File: config.mk
export PLATFORM = sky130hd
export DESIGN_NAME = alu_rr_scheduler
export DESIGN_NICKNAME = d
export VERILOG_FILES = /design/src/rtl/alu_sched_pkg.sv /design/src/rtl/rr_arbiter.sv /design/src/rtl/alu_rr_scheduler.sv
export SDC_FILE = /design/constraint.sdc
export NUM_CORES = 1
export LEC_CHECK = 0
export CAP_MARGIN = 20
export CORE_MARGIN = 4
export CORE_UTILIZATION = 45
export DETAILED_ROUTE_END_ITERATION = 16
export GPL_TIMING_DRIVEN = 0
export PLACE_DENSITY = 0.95
export SETUP_SLACK_MARGIN = 0.4
export SLEW_MARGIN = 20
export SYNTH_ARGS = -nofsm -noshare
export SYNTH_HDL_FRONTEND = slang
export SYNTH_SLANG_ARGS = --single-unit
File: constraint.sdc
create_clock -name clk -period 10.4 [get_ports clk]
set_clock_uncertainty 0.15 [all_clocks]
set_input_delay 1.04 -clock clk [delete_from_list [all_inputs] [get_ports clk]]
set_output_delay 1.04 -clock clk [all_outputs]
set_load 0.05 [all_outputs]
File: src/rtl/alu_sched_pkg.sv
// alu_sched_pkg: shared state/op encodings and ALU latency constants for alu_rr_scheduler.
package alu_sched_pkg;

  typedef enum logic [1:0] {
    S_IDLE,
    S_ISSUE,
    S_WAIT
  } sched_state_t;

  typedef enum logic [2:0] {
    OP_MUL  = 3'b000,
    OP_ADD,
    OP_SUB,
    OP_ADDC,
    OP_OR,
    OP_AND,
    OP_XOR,
    OP_NOT
  } alu_op_t;

  // Cycles from start_op to end_op on the shared ALU.
  localparam int LAT_SINGLE = 1;
  localparam int LAT_MUL    = 3;

endpackage

File: src/rtl/rr_arbiter.sv
// rr_arbiter: combinational round-robin pick; searches from i_ptr+1 with wraparound.
module rr_arbiter #(
  parameter int NUM_REQ = 4,
  parameter int ID_W    = $clog2(NUM_REQ)
) (
  input  logic [NUM_REQ-1:0] i_valid,
  input  logic [ID_W-1:0]    i_ptr,
  output logic [NUM_REQ-1:0] o_grant,
  output logic [ID_W-1:0]    o_idx,
  output logic               o_any
);

  logic [ID_W-1:0] w_j;

  always_comb begin
    o_grant = '0;
    o_idx   = '0;
    o_any   = 1'b0;
    w_j     = '0;
    for (int k = 1; k <= NUM_REQ; k++) begin
      w_j = ID_W'((int'(i_ptr) + k) % NUM_REQ);
      if (!o_any && i_valid[w_j]) begin
        o_any        = 1'b1;
        o_idx        = w_j;
        o_grant[w_j] = 1'b1;
      end
    end
  end

endmodule

File: src/rtl/alu_rr_scheduler.sv
// alu_rr_scheduler: round-robin sharing of one multi-cycle ALU among NUM_REQ requesters.
// Optional WAIT-state watchdog is compiled in with `define ALU_SCHED_WDOG_EN.
//
//   state   | meaning
//   S_IDLE  | arbitrate; on a grant latch operands and requester ID
//   S_ISSUE | pulse alu_start for one cycle
//   S_WAIT  | operands held; wait for alu_end (or watchdog expiry)
module alu_rr_scheduler
  import alu_sched_pkg::*;
#(
  parameter  int NUM_REQ        = 4,
  parameter  int DATA_WIDTH     = 16,
  parameter  int RESULT_WIDTH   = 32,
  parameter  int TIMEOUT_CYCLES = 15,
  localparam int ID_W           = $clog2(NUM_REQ)
) (
  input  logic                          clk,
  input  logic                          rst,
  input  logic [NUM_REQ-1:0]            req_valid,
  output logic [NUM_REQ-1:0]            req_ready,
  input  logic [NUM_REQ*DATA_WIDTH-1:0] req_a,
  input  logic [NUM_REQ*DATA_WIDTH-1:0] req_b,
  input  logic [NUM_REQ*3-1:0]          req_op,
  output logic [DATA_WIDTH-1:0]         alu_a,
  output logic [DATA_WIDTH-1:0]         alu_b,
  output logic [2:0]                    alu_op,
  output logic                          alu_start,
  input  logic                          alu_end,
  input  logic [RESULT_WIDTH-1:0]       alu_result,
  output logic                          rsp_valid,
  output logic [ID_W-1:0]               rsp_id,
  output logic [RESULT_WIDTH-1:0]       rsp_data,
  output logic                          rsp_err,
  output logic [15:0]                   ops_done
);

  if (NUM_REQ < 2 || TIMEOUT_CYCLES < 1 || TIMEOUT_CYCLES > 255) begin : g_param_check
    $error("alu_rr_scheduler: unsupported parameter set");
  end

  sched_state_t            r_state, w_state_nxt;
  logic [NUM_REQ-1:0]      w_grant;
  logic [ID_W-1:0]         w_idx, r_ptr, r_id;
  logic                    w_any, w_accept, w_done, w_timeout;
  logic [DATA_WIDTH-1:0]   w_req_a [NUM_REQ];
  logic [DATA_WIDTH-1:0]   w_req_b [NUM_REQ];
  logic [2:0]              w_req_op [NUM_REQ];
  logic [DATA_WIDTH-1:0]   r_alu_a, r_alu_b;
  logic [2:0]              r_alu_op;
  logic                    r_rsp_valid, r_rsp_err;
  logic [ID_W-1:0]         r_rsp_id;
  logic [RESULT_WIDTH-1:0] r_rsp_data;
  logic [15:0]             r_ops_done;

  for (genvar g = 0; g < NUM_REQ; g++) begin : g_unpack
    assign w_req_a[g]  = req_a[g*DATA_WIDTH +: DATA_WIDTH];
    assign w_req_b[g]  = req_b[g*DATA_WIDTH +: DATA_WIDTH];
    assign w_req_op[g] = req_op[g*3 +: 3];
  end

  rr_arbiter #(.NUM_REQ(NUM_REQ), .ID_W(ID_W)) u_arb (
    .i_valid (req_valid),
    .i_ptr   (r_ptr),
    .o_grant (w_grant),
    .o_idx   (w_idx),
    .o_any   (w_any)
  );

  assign w_accept  = (r_state == S_IDLE) && w_any;
  assign w_done    = (r_state == S_WAIT) && alu_end;
  assign req_ready = (r_state == S_IDLE) ? w_grant : '0;

`ifdef ALU_SCHED_WDOG_EN
  logic [7:0] r_wd_cnt;

  always_ff @(posedge clk) begin
    if (rst || r_state == S_ISSUE) r_wd_cnt <= '0;
    else if (r_state == S_WAIT)    r_wd_cnt <= r_wd_cnt + 8'd1;
  end

  // Counter reads N-1 during the Nth WAIT cycle; a coincident alu_end takes precedence.
  assign w_timeout = (r_state == S_WAIT) && !alu_end && (r_wd_cnt == 8'(TIMEOUT_CYCLES - 1));
`else
  assign w_timeout = 1'b0;
`endif

  always_ff @(posedge clk) begin
    if (rst) r_state <= S_IDLE;
    else     r_state <= w_state_nxt;
  end

  always_comb begin
    w_state_nxt = r_state;
    unique case (r_state)
      S_IDLE:  if (w_any) w_state_nxt = S_ISSUE;
      S_ISSUE: w_state_nxt = S_WAIT;
      S_WAIT:  if (alu_end || w_timeout) w_state_nxt = S_IDLE;
      default: w_state_nxt = S_IDLE;
    endcase
  end

  always_ff @(posedge clk) begin
    if (rst) begin
      r_ptr       <= ID_W'(NUM_REQ - 1);
      r_id        <= '0;
      r_alu_a     <= '0;
      r_alu_b     <= '0;
      r_alu_op    <= '0;
      r_rsp_valid <= 1'b0;
      r_rsp_err   <= 1'b0;
      r_rsp_id    <= '0;
      r_rsp_data  <= '0;
      r_ops_done  <= '0;
    end else begin
      r_rsp_valid <= w_done || w_timeout;
      r_rsp_err   <= w_timeout;
      if (w_accept) begin
        r_alu_a  <= w_req_a[w_idx];
        r_alu_b  <= w_req_b[w_idx];
        r_alu_op <= w_req_op[w_idx];
        r_id     <= w_idx;
        r_ptr    <= w_idx;
      end
      if (w_done) begin
        r_rsp_data <= alu_result;
        r_rsp_id   <= r_id;
      end else if (w_timeout) begin
        r_rsp_data <= '0;
        r_rsp_id   <= r_id;
      end
      r_ops_done <= (w_done && (r_ops_done != 16'hFFFF)) ? r_ops_done + 16'd1 : r_ops_done;
    end
  end

  assign alu_a     = r_alu_a;
  assign alu_b     = r_alu_b;
  assign alu_op    = r_alu_op;
  assign alu_start = (r_state == S_ISSUE);
  assign rsp_valid = r_rsp_valid;
  assign rsp_id    = r_rsp_id;
  assign rsp_data  = r_rsp_data;
  assign rsp_err   = r_rsp_err;
  assign ops_done  = r_ops_done;

endmodule

Word level (Yosys, flattened, before mapping)
Cells that the tools add are included.

Add/subtract/negate cells: 5. Magnitude comparators: 9. Equal/unequal tests: 5. Mux-type cells: 41. Bitwise gates (word level): 4. Reduce and logical (&&, ||, !) cells: 15.

Operator list (count): $bmux 16 s2 (2); $mux 16 (4); $mux 4 (5); $add 16x1->16 const B (1); $ne 16x16->1 const B (1); $lt 2x3->1 const B (4); $mux 1 (12); $mux 2 (6); $or 4x4->4 (3); $logic_and 1x1->1 (10); $bmux 1 s2 (4); $demux 1 s2 (4); $ge 2x1->1 const B (4); $bmux 3 s2 (1); $mux 3 (2); $pmux 2 s3 (1); $add 2x1->2 const B (2); $add 2x2->2 const B (2); $ne 2x2->1 const B (2); $ge 3x3->1 const B (1); $logic_not 1->1 (3); $not 2->3 (1); $eq 2x1->1 const B (1); $eq 2x2->1 const B (1); other kinds (2) (2).

Register bits: 92. Output and inout bits: 92. Logic and storage cells: 89.

Logic depth before layout (Yosys ltp)
Gate-level depths: netlist of the first run.

Word-level depth: 17. Gate-level depth with buffers: 15.

Hierarchy
Synthesis of the first run repeated with hierarchy kept, for this count alone.

Cells, all modules: 539. Area, all modules: 4809.6 µm².

By module, submodules not included: alu_rr_scheduler (times used 1, cells each 471, area each 4284.1 µm²); rr_arbiter (times used 1, cells each 68, area each 525.5 µm²).

Worst setup path after synthesis of the first run
No wires, ideal clock.

Path kind: register -> output. Start: register r_ptr[0]. End: output req_ready[0]. Data arrival time: 3.262 ns. Data required time: 9.210 ns. Slack: 5.948 ns. Cell stages (with the launch flop): 12. Buffers on the path: 4. Cells stage by stage: dfxtp_1 -> buf_2 -> inv_1 -> clkbuf_1 -> clkbuf_1 -> ha_1 -> buf_6 -> mux4_2 -> nand2b_1 -> nor2_1 -> a221oi_1 -> nor2_1.

Longest elaborated chain between the ends: 14.

RTL lines: from (decl) (line alu_rr_scheduler.sv:43) `logic [ID_W-1:0] w_idx, r_ptr, r_id;`; from (signal assigned) (line alu_rr_scheduler.sv:104) `r_ptr <= ID_W'(NUM_REQ - 1);`; from (signal assigned) (line alu_rr_scheduler.sv:122) `r_ptr <= w_idx;`; branches (longest 12 deep; another with $lt 2x3->1); $mux 4 * (line rr_arbiter.sv:22) `if (!o_any && i_valid[w_j]) begin`; $mux 4 * (line alu_rr_scheduler.sv:71) `assign req_ready = (r_state == S_IDLE) ? w_grant : '0;`; to (decl) (line alu_rr_scheduler.sv:20) `output logic [NUM_REQ-1:0] req_ready,`.

Mark *: on every way between the ends. The select of a mux whose other input is x is not followed.

Worst setup path after layout of the first run
Start: register r_ptr[0]. End: output req_ready[3].

Same word-level chain as after synthesis.

==> results of run 1 <==
-- routing by layer --
layer,vias to the layer above,track usage
li1,3147,-
met2,351,0.485
met5,-,0
met4,0,0.135
met1,3188,0.322
met3,70,0.0603
-- final timing paths --
path | endpoint
setup / recovery | req_ready[3]
hold / removal | rsp_data[4]
setup reg to reg | alu_a[1]
hold reg to reg | rsp_data[4]
-- report_power, final --
group          switching, uW  internal [uW]
Combinational            755            467
Sequential              47.4            427
Clock                    154            197
Total                    957           1090
-- kinds of logic (layout without fill, tap and decap cells) --
family	count (synthesis)	count (layout)
other cells	1	1
buf+inv	68	351
mux	40	40
xor+xnor	13	13
simple gates	192	192
fa+ha+maj	9	9
compound gates	274	274
flops	92	92
-- stage by stage --
stage / worst slack [ps] / utilization / cells / hold slack (ps)
floorplan: 5950 / - / 689 / 282
global placement: 5160 / 0.700 / 1124 / 291
detailed placement: 5110 / 0.700 / 1124 / 296
CTS: 4750 / 0.726 / 1140 / 305
global route: 4510 / 0.726 / 1140 / 330
finish: 4720 / 0.726 / 1140 / 304
-- state kept, by name, indices dropped and copies added (netlist names), 3 cells and up --
name,cells
ops_done,16
alu_a,16
alu_op,3
alu_b,16
rsp_data,32
-- area by class of cell --
type,instances,area share
well taps,168,0.0239
multi-input cells,529,0.391
plain buffers,65,0.0349
clock inverters,5,0.00768
flip-flops and latches,92,0.209
repair buffers,267,0.304
clock buffers,11,0.0276
inverters,3,0.00128
-- worst register-to-register path, stage by stage, from the launching register on --
cell,delay [ps]
dfxtp_1,390
buf_2,230
inv_1,90
clkbuf_1,400
clkbuf_1,610
ha_1,360
buf_6,140
mux4_2,450
nand2b_1,210
a32oi_2,410
clkbuf_1,460
o22ai_1,170
a211oi_1,300
a221o_1,150
-- placed cells by master, fill, tap and decap left out, types with 4 or more instances in the layout --
| master | n |
|---|---|
| buf_1 | 4 |
| nand2_1 | 117 |
| mux4_2 | 4 |
| clkbuf_1 | 38 |
| buf_2 | 16 |
| nor2_1 | 34 |
| mux2i_1 | 36 |
| a221oi_1 | 4 |
| clkdlybuf4s50_1 | 267 |
| clkbuf_16 | 9 |
| xor2_1 | 10 |
| a211oi_1 | 36 |
| o22ai_2 | 19 |
| a21oi_1 | 111 |
| dfxtp_1 | 92 |
| nand3_1 | 9 |
| nand4_1 | 5 |
| a22oi_1 | 4 |
| a221o_1 | 34 |
| buf_6 | 4 |
| ha_1 | 9 |
| o22ai_1 | 48 |
| o21ai_0 | 4 |
==> out/qor.yml, run 1 <==
run_status:
  status: "finished clean"
place:
  portBuffers: 267
  placed_area_um2: 8480
  place_hpwl_um: 16300
  routabilityCongestion: 0.860
critical_path:
  rrSetupSlack_ps: 5860
  cp_num_buf_inv: 6
  crit_type: "flop to primary output"
  r2r_cells: 13
  worstSetupPathDepth: 12
  slowest_delay_ps: 810
  cp_top_family: "buffers and inverters"
  slowest_stage: "clkdlybuf4s50_1"
  crit_required_ps: 9210
  r2r_start: "r_ptr[0]"
  crit_path_start_kind: "flop"
  cp_cell_sequence: "buf_2 -> inv_1 -> clkbuf_1 -> clkbuf_1 -> ha_1 -> buf_6 -> mux4_2 -> nand2b_1 -> nor2_1 -> a221oi_1 -> nor2_1 -> clkdlybuf4s50_1"
  worstPathArrival_ps: 4490
  cp-end-kind: "primary output"
  crit_start: "r_ptr[0]"
  crit_fanout: 13
synthesis:
  synth_top_area_frac: 0.329
  synth_top_family_by_area: "compound AO/OA/AOI/OAI gates"
  ys_seq_area_frac: 0.329
  yosysMostFrequentCell: "nand2_1"
  synth.net_count: 877
  synth_edf_count: 0
  synth_largest_area_cell: "dfxtp_1"
  ys_top_cells_by_area: "dfxtp_1 (33%), a21oi_1 (9.9%), nand2_1 (7.8%), mux2i_1 (6.4%), a221o_1 (6.1%)"
  syn_area_per_cell_um2: 8.13
  synth_compound_area_frac: 0.342
  synth-seq-cells: 92
  synth-simple-area-share: 0.151
  synthFlopType: "dfxtp_1"
  synthTopCellsByCount: "nand2_1 (117), a21oi_1 (111), dfxtp_1 (92)"
  synth_cells: 689
  synth_warnings: 0
  synthAdderAreaFrac: 0.0201
  synthMuxAreaShare: 0.0804
  synthXorXnorAreaFrac: 0.0203
  synthesis.area_um2: 5600
  ys_types: 51
  ys_async_sr_fraction: 0
layout:
  multiInputGateArea_um2: 3440
  regArea_um2: 1840
  area_growth_pct: 57.0
  n_fill_cell: 966
  final_nets: 1155
  antenna_cells_inserted: 0
  drive_gt1_frac: 0.0700
  final_area_um2: 8790
floorplan:
  rows: 40
  die_w_um: 120
  dieArea_um2: 14300
  coreArea_um2: 12100
  die_y_um: 120
  start_util: 0.462
  ioPinCount: 271
power_and_ir_drop:
  peakVddDrop_mv: 0.227
  power.leakage_uw: 0.00321
  power_density_nw_per_um2: 233
  p_total_uw: 2050
routing:
  first_pass_iters: 5
  wl_met2_um: 10600
  ant_nets: 0
  wl_um: 21300
  route.met3.wl_um: 1760
  wl_met1_um: 8000
  wl_per_cell_um: 18.7
  num_vias: 6756
  drt-vias-per-instance: 5.93
  top_layer: "met4"
  drt_iter0_drc: 443
  route.detailed.drc: 0
cts:
  post_cts_buffers: 0
  h-tree-depth: 3
  cts_buffer_depth: 2
  clk_latency_ps: 350
  cts_hold_buf: 0
  clkSinkCount: 92
  cts_buffers: 9
  root_buffer: "clkbuf_16"
  clk_pin_slew_ps: 70
  cts_tree: "built"
  cts.repair.resized: 0
timing:
  fin_crit_sh: 0.546
  tightest_slew_ps: 716
  fmax_mhz: 176
  setup_viol: 0
  fin_setup_tns_ps: 0
  period_needed_ps: 5680
  final_hold_viol_count: 0
  rsz0062_at_grt: "no"
  report.final.slew_viol_count: 0
  slew_headroom: 0.522
global_route:
  grt_pass1_wl_um: 32400
  grt_pass1_vias: 6334
  globalRouteTotalUtil: 0.278
  antenna_found_initial: 0
  grt_overflow: 0
  grt_max_degree: 17
hold_path:
  hp-class: "flop to flop"
  min_from: "rsp_data[4]"
  hold_depth: 2
job:
  maxCapViolCount: 0
Power figures use the tool's default switching activity.
==> inputs of run 2 (changes only) <==
Settings changed: CORE_UTILIZATION 45 to 37, PLACE_DENSITY 0.95 to 0.87.
Clock period 10.4 ns to 4.9 ns, I/O delays scaled along.
==> out/qor.yml, run 2 (synthesis results as in run 1) <==
run_status:
  status: "finished clean"
job:
  maxCapViolCount: 0  # unchanged
power_and_ir_drop:
  p_sw_frac: 0.461  # -0.00631
  pwr-share-seq: 0.231  # about the same
  p_int_uw: 2350  # +120%
  pwr-share-clk: 0.178  # +0.006
  peakVddDrop_mv: 0.360  # +59%
  p_comb_frac: 0.590  # -0.007
  power_density_nw_per_um2: 493  # +110%
  p_total_uw: 4360  # +110%
  p_sw_uw: 2010  # +110%
  power.leakage_uw: 0.00322  # +0.31%
routing:
  wl_um: 20700  # -2.7%
  first_pass_iters: 5  # unchanged
  ant_nets: 0  # unchanged
  drt_iter0_drc: 416  # -6.1%
  num_vias: 6591  # -2.4%
  wl_per_cell_um: 17.9  # -4.0%
  drt-vias-per-instance: 5.70  # -3.8%
  route.detailed.drc: 0  # unchanged
cts:
  cts_tree: "built"
  clkSinkCount: 92  # unchanged
  root_buffer: "clkbuf_16"
  post_cts_buffers: 0  # unchanged
  cts_buffer_depth: 2  # unchanged
  h-tree-depth: 3  # unchanged
  clk_latency_ps: 350  # about the same
  cts_buffers: 9  # unchanged
  clk_pin_slew_ps: 60  # about the same
critical_path:
  cp_cell_sequence: "buf_2 -> inv_1 -> clkbuf_2 -> clkbuf_4 -> ha_1 -> buf_6 -> mux4_2 -> nand2b_1 -> nor2_1 -> a221oi_1 -> nor2_1 -> clkdlybuf4s15_2"
  slowest_delay_ps: 520  # -290 ps
  cp_num_buf_inv: 6  # unchanged
  cp_top_family: "buffers and inverters"
  crit_required_ps: 4260  # -4950 ps
  cp-end-kind: "primary output"
  crit_type: "flop to primary output"
  slowest_stage: "mux4_2"
  crit_path_start_kind: "flop"
  crit_fanout: 13  # unchanged
  cp_common_cell: "nor2_1"
  worstPathArrival_ps: 3650  # -840 ps
layout:
  layout_commonest_cell: "clkdlybuf4s50_1"
  antenna_cells_inserted: 0  # unchanged
  multiInputGateArea_um2: 3440  # unchanged
  fin_util: 0.601  # -0.125
  final_nets: 1155  # unchanged
  largest_reg_flops: 32  # unchanged
  drive_gt1_frac: 0.0772  # +0.00720
  area_growth_pct: 57.8
  layout_common_cells: "clkdlybuf4s50_1 (263), nand2_1 (117), a21oi_1 (111)"
  n_fill_cell: 1296  # +34%
  regArea_um2: 1840  # about the same
timing:
  tightest_slew_ps: 650  # -66.3 ps
  fin_crit_sh: 0.876
  fin_setup_tns_ps: 0  # unchanged
  slew_headroom: 0.565  # +0.0422
  period_needed_ps: 4290
  report.final.slew_viol_count: 0  # unchanged
  final_hold_viol_count: 0  # unchanged
  whs_ps: 304  # +0.220 ps
  fmax_mhz: 233
  rsz0062_at_grt: "no"
  setup_viol: 0  # unchanged
global_route:
  antenna_found_initial: 0  # unchanged
  globalRouteTotalUtil: 0.229  # -0.0484
  grt_overflow: 0  # unchanged
  grt_pass1_vias: 6213  # -1.9%
  grt_pass1_wl_um: 31100  # -4.0%
  grt_max_degree: 17  # unchanged
place:
  portBuffers: 267  # unchanged
  routabilityCongestion: 0.877  # +2.1%
  place_hpwl_um: 16100  # -1.1%
floorplan:
  die_w_um: 131  # +9.6%
  die_y_um: 131  # +9.6%
  coreArea_um2: 14700  # +21%
  dieArea_um2: 17200  # +20%
  rows: 44  # +10%
  start_util: 0.381  # -0.0814
  ioPinCount: 271  # unchanged
hold_path:
  hp-class: "flop to flop"
run 2: path summary, 6_finish.rpt:
check,end,slack (ps),cells after the start,startpoint
worst max-delay path,req_ready[0],610,12,r_ptr[0]
worst min-delay path,rsp_data[8],300,2,rsp_data[8]
worst max register to register,alu_b[13],760,13,r_ptr[0]
worst min register to register,rsp_data[8],300,2,rsp_data[8]
run 2: power by group through the flow:
| stage | clock network [uW] | logic, uW | registers, uW |
|---|---|---|---|
| after floorplan | 0 | 1240 | 1510 |
| after global placement | 0 | 2530 | 1020 |
| after detailed placement | 0 | 2560 | 1020 |
| after CTS | 792 | 2570 | 1010 |
| after global routing | 820 | 2740 | 1030 |
| final | 777 | 2570 | 1010 |
run 2: repair_timing:
| item | 4_1_cts | 5_1_grt |
|---|---|---|
| setup endpoints to repair | 13 | 22 |
| resized for setup | 14 | 3 |
| hold buffers | 0 | 0 |
| endpoints found under the hold margin | 0 | 0 |
run 2: layout make-up:
cell class / count / area share
buffer: 65 / 0.0353
multi-input combinational: 529 / 0.389
clock buffer: 10 / 0.0259
sequential: 92 / 0.209
inverter: 3 / 0.00127
timing repair buffer: 267 / 0.303
tap: 184 / 0.0261
clock inverter: 6 / 0.0106
run 2: stage by stage:
stage               area, um2  setup WS (ps)  cells
floorplan                5600            998    689
finish                   8840            608   1156
detailed placement       8500            116   1140
CTS                      8830            410   1156
global route             8840            406   1156
global placement         8500            151   1140
run 2: metal layers:
| layer | up-vias | wire [um] | GRT usage |
|---|---|---|---|
| li1 | 3141 | - | - |
| met1 | 3074 | 8050 | 0.272 |
| met2 | 316 | 10000 | 0.381 |
| met3 | 60 | 1660 | 0.0589 |
| met4 | 0 | 959 | 0.119 |
| met5 | - | 0 | 0 |
run 2: worst register-to-register path, delay by kind of cell (launching register included):
family                     cells  cell delay [ps]
buffers and inverters          6             1420
AOI/OAI and AO/OA              4             1040
muxes                          1              520
DFF                            1              410
adders and majority gates      1              320
and+or+nand+nor                1              210
